[src/rtl/imm_encode.sv]
// rtl/imm_encode.sv - two-stage immediate encoder with format/range/alignment checks
//
// Ports:
//   clk, rstn                 clock, asynchronous active-low reset
//   in_valid/in_ready         request handshake (imm, EXTOp)
//   imm[31:0]                 immediate value to encode
//   EXTOp[5:0]                one-hot format: SHAMT,I,S,B,U,J (bit5..bit0)
//   out_valid/out_ready       result handshake
//   iimm_shamt..jimm          packed immediate fields for the selected format
//   instr_imm[31:0]           instruction word with only immediate bits populated
//   err[1:0]                  00 ok, 01 range, 10 misaligned, 11 bad EXTOp
//   err_cnt[7:0]              saturating count of delivered results with err != 00
module imm_encode (
    input  logic        clk,
    input  logic        rstn,
    input  logic        in_valid,
    output logic        in_ready,
    input  logic [31:0] imm,
    input  logic [5:0]  EXTOp,
    output logic        out_valid,
    input  logic        out_ready,
    output logic [4:0]  iimm_shamt,
    output logic [11:0] iimm,
    output logic [11:0] simm,
    output logic [11:0] bimm,
    output logic [19:0] uimm,
    output logic [19:0] jimm,
    output logic [31:0] instr_imm,
    output logic [1:0]  err,
    output logic [7:0]  err_cnt
);

    // Stage 1: registered request
    logic        r_s1_valid;
    logic [31:0] r_s1_imm;
    logic [5:0]  r_s1_extop;

    // Stage 2 may load whenever its current content is absent or being consumed.
    logic w_s2_adv;
    assign w_s2_adv = !out_valid || out_ready;
    assign in_ready = !r_s1_valid || w_s2_adv;

    // Encoded result of the stage-1 request
    logic [4:0]  w_shamt;
    logic [11:0] w_iimm;
    logic [11:0] w_simm;
    logic [11:0] w_bimm;
    logic [19:0] w_uimm;
    logic [19:0] w_jimm;
    logic [31:0] w_instr;
    logic [1:0]  w_err;

    logic w_onehot;
    logic w_fit12;   // imm[31:11] all equal: fits a signed 12-bit field
    logic w_fit13;   // imm[31:12] all equal
    logic w_fit21;   // imm[31:20] all equal

    // x & (x-1) clears the lowest set bit; zero afterwards means at most one bit was set.
    assign w_onehot = (r_s1_extop != 6'd0) &&
                      ((r_s1_extop & (r_s1_extop - 6'd1)) == 6'd0);
    assign w_fit12  = (&r_s1_imm[31:11]) || !(|r_s1_imm[31:11]);
    assign w_fit13  = (&r_s1_imm[31:12]) || !(|r_s1_imm[31:12]);
    assign w_fit21  = (&r_s1_imm[31:20]) || !(|r_s1_imm[31:20]);

    always_comb begin
        w_shamt = 5'd0;
        w_iimm  = 12'd0;
        w_simm  = 12'd0;
        w_bimm  = 12'd0;
        w_uimm  = 20'd0;
        w_jimm  = 20'd0;
        w_instr = 32'd0;
        w_err   = 2'b00;
        if (!w_onehot) begin
            w_err = 2'b11;
        end else if (r_s1_extop[5]) begin
            if (r_s1_imm[31:5] != 27'd0) begin
                w_err = 2'b01;
            end else begin
                w_shamt        = r_s1_imm[4:0];
                w_instr[24:20] = r_s1_imm[4:0];
            end
        end else if (r_s1_extop[4]) begin
            if (!w_fit12) begin
                w_err = 2'b01;
            end else begin
                w_iimm         = r_s1_imm[11:0];
                w_instr[31:20] = r_s1_imm[11:0];
            end
        end else if (r_s1_extop[3]) begin
            if (!w_fit12) begin
                w_err = 2'b01;
            end else begin
                w_simm         = r_s1_imm[11:0];
                w_instr[31:25] = r_s1_imm[11:5];
                w_instr[11:7]  = r_s1_imm[4:0];
            end
        end else if (r_s1_extop[2]) begin
            // Misalignment outranks range, so test it first.
            if (r_s1_imm[0]) begin
                w_err = 2'b10;
            end else if (!w_fit13) begin
                w_err = 2'b01;
            end else begin
                w_bimm         = {r_s1_imm[12], r_s1_imm[11], r_s1_imm[10:5], r_s1_imm[4:1]};
                w_instr[31]    = r_s1_imm[12];
                w_instr[7]     = r_s1_imm[11];
                w_instr[30:25] = r_s1_imm[10:5];
                w_instr[11:8]  = r_s1_imm[4:1];
            end
        end else if (r_s1_extop[1]) begin
            if (r_s1_imm[11:0] != 12'd0) begin
                w_err = 2'b01;
            end else begin
                w_uimm         = r_s1_imm[31:12];
                w_instr[31:12] = r_s1_imm[31:12];
            end
        end else begin
            if (r_s1_imm[0]) begin
                w_err = 2'b10;
            end else if (!w_fit21) begin
                w_err = 2'b01;
            end else begin
                w_jimm         = {r_s1_imm[20], r_s1_imm[19:12], r_s1_imm[11], r_s1_imm[10:1]};
                w_instr[31]    = r_s1_imm[20];
                w_instr[30:21] = r_s1_imm[10:1];
                w_instr[20]    = r_s1_imm[11];
                w_instr[19:12] = r_s1_imm[19:12];
            end
        end
    end

    always_ff @(posedge clk or negedge rstn) begin
        if (!rstn) begin
            r_s1_valid <= 1'b0;
            r_s1_imm   <= 32'd0;
            r_s1_extop <= 6'd0;
        end else if (in_ready) begin
            r_s1_valid <= in_valid;
            if (in_valid) begin
                r_s1_imm   <= imm;
                r_s1_extop <= EXTOp;
            end
        end
    end

    always_ff @(posedge clk or negedge rstn) begin
        if (!rstn) begin
            out_valid  <= 1'b0;
            iimm_shamt <= 5'd0;
            iimm       <= 12'd0;
            simm       <= 12'd0;
            bimm       <= 12'd0;
            uimm       <= 20'd0;
            jimm       <= 20'd0;
            instr_imm  <= 32'd0;
            err        <= 2'b00;
        end else if (w_s2_adv) begin
            out_valid  <= r_s1_valid;
            iimm_shamt <= w_shamt;
            iimm       <= w_iimm;
            simm       <= w_simm;
            bimm       <= w_bimm;
            uimm       <= w_uimm;
            jimm       <= w_jimm;
            instr_imm  <= w_instr;
            err        <= w_err;
        end
    end

    // Counts against the result currently presented, at the moment it is consumed.
    always_ff @(posedge clk or negedge rstn) begin
        if (!rstn) begin
            err_cnt <= 8'd0;
        end else if (out_valid && out_ready && (err != 2'b00) && (err_cnt != 8'hFF)) begin
            err_cnt <= err_cnt + 8'd1;
        end
    end

endmodule

[config.mk]
export PLATFORM = sky130hd
export DESIGN_NAME = imm_encode
export DESIGN_NICKNAME = d
export VERILOG_FILES = /design/src/rtl/imm_encode.sv
export SDC_FILE = /design/constraint.sdc
export NUM_CORES = 1
export LEC_CHECK = 0
export ABC_CLOCK_PERIOD_IN_PS = 5300
export BUFFER_PORTS_ARGS = -buffer_cell sky130_fd_sc_hd__buf_2
export CORE_AREA = 2 2 144 146
export CTS_CLUSTER_SIZE = 14
export DETAILED_ROUTE_END_ITERATION = 12
export DIE_AREA = 0 0 146 148
export GPL_TIMING_DRIVEN = 0
export MAX_ROUTING_LAYER = met4
export PLACE_DENSITY_LB_ADDON = 0.25
export SETUP_SLACK_MARGIN = 0.4
export SYNTH_ARGS = -nofsm -noshare
export SYNTH_HDL_FRONTEND = slang
export SYNTH_SLANG_ARGS = --single-unit
[constraint.sdc]
create_clock -name clk -period 5.3 [get_ports clk]
set_input_delay 1.06 -clock clk [delete_from_list [all_inputs] [get_ports clk]]
set_output_delay 1.06 -clock clk [all_outputs]
set_load 0.005 [all_outputs]
==> After elaboration in Yosys (flattened, before gate mapping) <==
Cells that the tools add are included.
{ "totals": {"register_bits": 156} }
{ "classes": {"n_addsub": 2, "n_bitwise": 1, "muxes": 67, "eq_ne": 1, "reduce_logical": 26} }
{ "ops": {"columns": ["op", "count"], "rows": [
  ["two-way mux 20 bit", 18],
  ["two-way mux 12 bit", 16],
  ["two-way mux 13 bit", 4],
  ["two-way mux 5 bit", 9],
  ["two-way mux 7 bit", 6],
  ["nonzero test 27 bit", 1],
  ["two-way mux 25 bit", 1],
  ["AND reduction 21 bit", 1],
  ["OR reduction 21 bit", 1],
  ["AND reduction 20 bit", 1],
  ["OR reduction 20 bit", 1],
  ["two-way mux 2 bit", 8],
  ["AND reduction 12 bit", 1],
  ["nonzero test 12 bit", 1],
  ["OR reduction 12 bit", 1],
  ["adder 8 x 1 -> 8 bit (second input constant)", 1],
  ["inequality test 8 bit (second input constant)", 1],
  ["bitwise AND 6 bit", 1],
  ["logical NOT 6 bit", 1],
  ["nonzero test 6 bit", 1],
  ["subtractor 6 x 1 -> 6 bit (second input constant)", 1],
  ["logical NOT 1 bit", 5],
  ["logical OR 1 bit", 5],
  ["two-way mux 1 bit", 5],
  ["3 further kinds", 6]
]} }

==> Longest topological paths before layout <==
Gate-level depths: netlist of the first run.
{ "logic_depth": {"word_depth": 11, "depth_mapped": 9, "ltp_nobuf": 6} }

==> Least setup slack after synthesis of the first run <==
No wires, ideal clock.
{ "synth_timing": {"kind": "input to register", "startpoint": "input out_ready", "endpoint": "register r_s1_imm[11]", "path_buffers": 2, "setup_slack_ps": 2711, "t_arrival_ps": 2464, "stages": 6, "setup_time_ps": 125, "path_cell_list": "nor2b_1 > nand2_1 > nand2_1 > clkbuf_1 > buf_1 > mux2_2"} }
{ "synth_between": {"elab_chain_len": 3} }
{ "synth_rtl": {"columns": ["item", "line_no", "rtl"], "rows": [
  ["start: declaration", "21", "input logic out_ready,"],
  ["logical OR 1 bit", "40", "assign w_s2_adv = !out_valid || out_ready;"],
  ["logical OR 1 bit", "41", "assign in_ready = !r_s1_valid || w_s2_adv;"],
  ["via in_ready", "17", "output logic in_ready,"],
  ["AND reduction 2 bit (no line)", null, null],
  ["end signal: assignment", "141", "r_s1_imm <= imm;"],
  ["end: declaration", "35", "logic [31:0] r_s1_imm;"]
]} }
The timed path passes the listed nets, and every way through them passes these cells.
A chain may end at the register's enable or synchronous reset.

==> Worst setup path after layout of the first run <==
{ "layout_timing": {"startpoint": "input out_ready", "endpoint": "register uimm[19]"} }
{ "layout_between": {"elab_chain_len": 1} }
{ "layout_rtl": {"columns": ["item", "line_no", "rtl"], "rows": [
  ["logical OR 1 bit", "40", null],
  ["end signal: assignment", "164", "uimm <= w_uimm;"],
  ["end: declaration", "26", "output logic [19:0] uimm,"]
]} }
No other way between the ends.

==> reports/qor.yml, run 1 <==
setup_path:
  worst_setup_path_end_kind: "flop"
  crit_type: "in2reg"
  r2r-end: "instr_imm[20]"
  worstReg2RegStart: "r_s1_imm[20]"
  reg2reg_depth: 7
  r2r_setup_slack_ns: 2.74
  cp_max_fo: 10
  crit_required_ns: 5.65
  arrival_ns: 3.23
  start_kind: "input port"
clocking:
  cts-resized-gates: 0
  clk_latency_ns: 0.42
  ctsHoldBuffers: 0
  cts_buffer_depth: 2
  cts_made_buffers: 17
  cts-root-buf: "clkbuf_16"
  cts_tree: "yes"
  clk_pin_slew_ns: 0.06
  htreeDepth: 4
  cts_sinks: 156
  post_cts_buffers: 0
synthesis:
  synth_top_area_share_pct: 61.9
  syn_area_per_cell_sq_um: 13.2
  yosys_register_bits: 156
  ys_types: 49
  syn-instance-count: 478
  yosys_warnings: 0
  netlist_area_sq_mm: 0.00630
  synth_flop_cell: "dfrtp_1"
  synth_commonest_cells: "dfrtp_1, a22o_1, mux2_2"
  ys_seq_area_share_pct: 61.9
  async_flop_share_pct: 100
  synth-edff-count: 0
  netlist_top_cells_area: "dfrtp_1, a22o_1, mux2_2"
  yosys.area.top_type: "dfrtp_1"
  synth_most_common_cell: "dfrtp_1"
floorplan:
  ios: 167
  initial_core_util_pct: 31.5
  die_h_microns: 148
  dieWidth_microns: 146
  num_rows: 52
  fp.dieArea_sq_mm: 0.0216
  coreArea_sq_mm: 0.0200
sta:
  setup_viol: 0
  slew_viol_final: 0
  hold_viol: 0
  tns_ns: 0
  fmax_mhz: 347
  timing.final.crit_share_pct: 54.3
  fin_crit_ns: 2.88
  rsz0062_at_grt: "no"
  worstMarginPinSlew_ns: 0.768
  fin_worst_skew_ns: 0.0170
  holdWs_ns: 0.474
  slew_headroom_pct: 48.4
status:
  status: "complete, no violations"
finish:
  post_route_cells_drive_above_1_share_pct: 37.7
  syn_to_final_growth_pct: 28.4
  stdcell_area_sq_mm: 0.00810
  fin_cells: 946
  design.final.nets: 706
  diodes: 0
min_path:
  min_to: "out_valid"
  worstHoldStart: "r_s1_valid"
  hold_class: "reg2reg"
  hold_depth: 1
detailed_routing:
  drt_first_pass_iters: 4
  drtAntennaViolNets: 0
  viasPerCell: 5.03
  vias: 4757
  drt_iter0_drc: 329
  wl_per_cell_microns: 19.7
  drc: 0
  wl_microns: 18700
placement:
  dpl.cell_count: 914
  place_area_sq_mm: 0.00749
  port_buffers: 159
  gp_congestion: 0.916
  dp.final_hpwl_microns: 13600
global_routing:
  first_global_vias: 4866
  grt_util_all_layers_pct: 18.1
  grt_busiest_layer: "met2"
  grt_use_met2_pct: 28.3
  grt_overflow: 0
  grt_max_degree: 106
  met1_usage_pct: 23.6
  grt_pass1_wl_microns: 29000
  use_met3_pct: 3.95
  antenna_found_initial: 0
power:
  powerDensity_mw_per_mm2: 358
  power_mw: 2.90
  power_leakage_nw: 4.10
  peakVddDrop_mv: 0.195
run:
  maxCapViolCount: 0
==> state kept, by name (all words and copies together), names as in the netlist <==
register and flops:
out_valid 1, r_s1_imm 32, uimm 20, err 2, simm 12, r_s1_extop 6, iimm 12, jimm 20
instr_imm 25, bimm 12, err_cnt 8, iimm_shamt 5, r_s1_valid 1
==> cell type report <==
| cell class | count | area, sq um |
|---|---|---|
| fillers | 1972 | 11900 |
| flip-flops and latches | 156 | 3900 |
| multi-input cells | 284 | 2200 |
| repair buffers | 160 | 830 |
| clock buffers | 22 | 464 |
| well taps | 270 | 338 |
| plain buffers | 39 | 209 |
| clock inverters | 10 | 139 |
| inverters | 5 | 18.8 |
==> power breakdown <==
group          switching, mW  internal [mW]  total [mW]  leakage, nW
logic                  0.162          0.130       0.293         1.74
registers              0.103           1.26        1.36         2.07
clock network          0.477          0.767        1.24        0.294
==> layout by cell type (no fill, tap or decap), types with 7 or more instances in the layout <==
cell type,n
nor3_1,7
a22o_1,102
a22oi_1,7
buf_2,163
nand4_1,9
clkbuf_1,24
buf_4,8
o21ai_0,13
dfrtp_1,156
mux2_2,39
nor2_1,13
clkbuf_16,17
nand2_1,20
conb_1,7
==> cells by family (layout without fill, tap and decap cells) <==
kind of cell	count (synthesis)	count (layout)	synth area share, %
AOI/OAI and AO/OA	138	138	17.8
xor gates and xnor gates	8	8	1.11
adders and majority gates	1	1	0.198
buffers and inverters	44	236	3.61
DFF	156	156	61.9
muxes	39	39	6.97
other	1	7	0.0595
and+or+nand+nor	91	91	8.31
==> through the flow <==
stage                     util (%)  worst slack [ns]
after detailed placement      37.4              2.01
after floorplan                  -              2.71
after global routing          40.4              2.31
final                         40.4              2.42
after global placement        37.2             0.988
after CTS                     40.4              2.44
==> per-layer routing <==
layer  vias up  wire, microns
li1       2158              -
met1      2410           8240
met5         -              0
met2       174           9080
met3        15           1130
met4         0            231
==> worst max-delay path by stage <==
stage,from,to
after floorplan,out_ready,r_s1_imm[11]
after global placement,rstn,bimm[5]
after detailed placement,out_ready,iimm[11]
after CTS,out_ready,uimm[19]
after global routing,out_ready,iimm[9]
final,out_ready,uimm[19]
==> worst max-delay path: stages <==
cell,delay (ns)
buf_2,0.11
nor2b_1,0.25
clkbuf_1,0.49
clkbuf_1,0.46
clkbuf_1,0.60
a22o_1,0.25
(Power assumes the default switching activity.)
==> run 2: changes to the inputs <==
- ABC_CLOCK_PERIOD_IN_PS: 5300 -> 2900
- clock period: 5.3 -> 2.9 ns (I/O delays scaled with it)
==> run 2 against run 1 <==
Clock-buffer cell count did not move. Register-to-register slack got worse by 2.2 ns. Highest routed layer unchanged. Non-clock buffer count grew 4. Sequential power grew 83%. Worst setup slack lost 1.9 ns. Flip-flop and latch count stayed put. Largest cell class unchanged. Sequential share of layout area is 0.44 points lower. Critical path type is now reg2reg. Largest power group unchanged. Wire length increased by 0.74%.
==> reports/qor.yml, run 2 (same netlist as run 1, synthesis figures left out) <==
placement:
  dp.final_hpwl_microns: 13600  # unchanged
  dp_slack_ns: 0.0920  # was 2.01 ns
  gp_congestion: 0.916  # unchanged
  port_buffers: 159  # unchanged
  dpl.cell_count: 914  # unchanged
clocking:
  cts_buffer_depth: 2  # unchanged
  cts_sinks: 156  # unchanged
  clk_pin_slew_ns: 0.06  # about the same
  cts_tree: "yes"  # unchanged
  cts-root-buf: "clkbuf_16"  # unchanged
  cts_made_buffers: 17  # unchanged
  clk_latency_ns: 0.42  # about the same
  htreeDepth: 4  # unchanged
floorplan:
  initial_core_util_pct: 31.5  # unchanged
  ios: 167  # unchanged
  num_rows: 52  # unchanged
  coreArea_sq_mm: 0.0200  # unchanged
  fp.dieArea_sq_mm: 0.0216  # unchanged
  dieWidth_microns: 146  # unchanged
  die_h_microns: 148  # unchanged
global_routing:
  grt_overflow: 0  # unchanged
  grt_util_all_layers_pct: 18.2  # was 18.1%
  grt_max_degree: 106  # unchanged
  antenna_found_initial: 0  # unchanged
  grt_pass1_wl_microns: 29100  # was 29000 microns
  first_global_vias: 4860  # was 4866
sta:
  fmax_mhz: 424
  timing.final.ws_setup_ns: 0.539  # was 2.42 ns
  worstMarginPinSlew_ns: 0.723  # was 0.768 ns
  fin_crit_ns: 2.36
  fin_worst_skew_ns: 0.00861  # was 0.0170 ns
  rsz0062_at_grt: "yes"  # was no
  slew_headroom_pct: 51.8  # was 48.4%
  slew_viol_final: 0  # unchanged
  timing.final.crit_share_pct: 81.4
  hold_viol: 0  # unchanged
  setup_viol: 0  # unchanged
finish:
  fin_cells: 950  # was 946
  post_route_cells_drive_above_1_share_pct: 39.6  # was 37.7%
  design.final.nets: 710  # was 706
  largest_reg_flops: 32  # unchanged
  diodes: 0  # unchanged
  syn_to_final_growth_pct: 29.6  # was 28.4%
  final_common_cell: "buf_2"  # unchanged
  final_cell_mix: "buf_2, dfrtp_1, a22o_1"  # unchanged
  largest_register: "r_s1_imm"  # unchanged
  reg_top3: "r_s1_imm (32), instr_imm (25)"  # unchanged
setup_path:
  arrival_ns: 2.71  # was 3.23 ns
  crit_required_ns: 3.24  # was 5.65 ns
  cp_max_fo: 9  # was 10
  worst_setup_path_end_kind: "flop"  # unchanged
  crit_type: "reg2reg"  # was in2reg
  start_kind: "flop"  # was input port
status:
  status: "complete, no violations"  # unchanged
power:
  peakVddDrop_mv: 0.364  # was 0.195 mV
  pwr-share-clk_pct: 42.9  # about the same
  p_sw_share_pct: 25.8  # was 25.6%
  p_sw_mw: 1.37  # was 0.742 mW
  powerDensity_mw_per_mm2: 651  # was 358 mW/mm^2
  pwr-share-comb_pct: 10.2  # was 10.1%
  power_leakage_nw: 4.14  # was 4.10 nW
  intPower_mw: 3.95  # was 2.16 mW
  seq_power_share_pct: 46.9  # was 47.0%
run:
  maxCapViolCount: 0  # unchanged
detailed_routing:
  wl_per_cell_microns: 19.8  # was 19.7 microns
  drt_iter0_drc: 344  # was 329
  drc: 0  # unchanged
  viasPerCell: 5.09  # was 5.03
  wl_microns: 18800  # was 18700 microns
  drtAntennaViolNets: 0  # unchanged
  drt_first_pass_iters: 4  # unchanged
  vias: 4840  # was 4757
min_path:
  hold_class: "in2async"  # was reg2reg
[run 2: changes by cell type in the layout (fill, tap and decap cells not counted), moves of 2 or more]
cell,previous run,this run
a21oi_1,4,2
clkbuf_1,24,18
clkbuf_2,0,6
a21oi_2,0,2
buf_4,8,12
[run 2: final timing paths]
kind	startpoint	endpoint	slack, ns	depth (start not counted)
worst max-delay path	r_s1_imm[1]	instr_imm[12]	0.54	6
worst min-delay path	rstn	err_cnt[7]	0.10	1
worst max register to register	r_s1_imm[1]	instr_imm[12]	0.54	6
worst min register to register	r_s1_valid	out_valid	0.47	1
max in group asynchronous	rstn	simm[4]	1.91	2
min in group clk	in_valid	r_s1_valid	0.38	2
[run 2: what timing repair did]
action                                  4_1_cts  5_1_grt
gates cloned                                  0        0
setup buffers                                 0        4
hold buffers                                  0        0
gates resized for setup                       3       14
pin swaps                                     0        3
endpoints found under the setup margin       16       85
[run 2: cell type report]
class | instances | area (sq um)
clock buffer | 22 | 464
timing repair buffer | 164 | 860
sequential | 156 | 3900
tap | 270 | 338
inverter | 5 | 18.8
buffer | 39 | 219
multi-input combinational | 284 | 2230
clock inverter | 10 | 139
fill | 1971 | 11900
[run 2: critical path, stage by stage, from the launching register on]
cell and delay, ns:
dfrtp_1 0.35, clkbuf_1 0.26, or4_4 0.57, nor2_4 0.14, nand3b_1 0.13, a21oi_1 0.59
a22o_1 0.23
[run 2: layer usage]
metal | up-vias | routed length [microns] | GRT usage (%)
met4 | 0 | 325 | 6.02
met3 | 20 | 1030 | 3.95
met1 | 2463 | 8330 | 23.7
met2 | 194 | 9130 | 28.3
met5 | - | 0 | -
li1 | 2163 | - | -
[run 2: stage by stage]
stage | cell area [sq um] | hold slack (ns) | util [%] | TNS [ns] | total power [mW]
after floorplan | 6330 | 0.284 | - | 0 | 2.79
after global placement | 7460 | 0.444 | 37.2 | -142.96 | 3.05
after detailed placement | 7490 | 0.457 | 37.4 | 0 | 3.08
after CTS | 8110 | 0.112 | 40.5 | 0 | 5.36
after global routing | 8170 | 0.125 | 40.8 | 0 | 5.54
final | 8170 | 0.104 | 40.8 | 0 | 5.32
[run 2: power by group through the flow]
stage / combinational [mW] / sequential [mW] / clock [mW]
detailed placement: 0.541 / 2.54 / 0
global placement: 0.520 / 2.53 / 0
finish: 0.545 / 2.49 / 2.28
floorplan: 0.320 / 2.47 / 0
CTS: 0.544 / 2.50 / 2.32
global route: 0.606 / 2.52 / 2.41
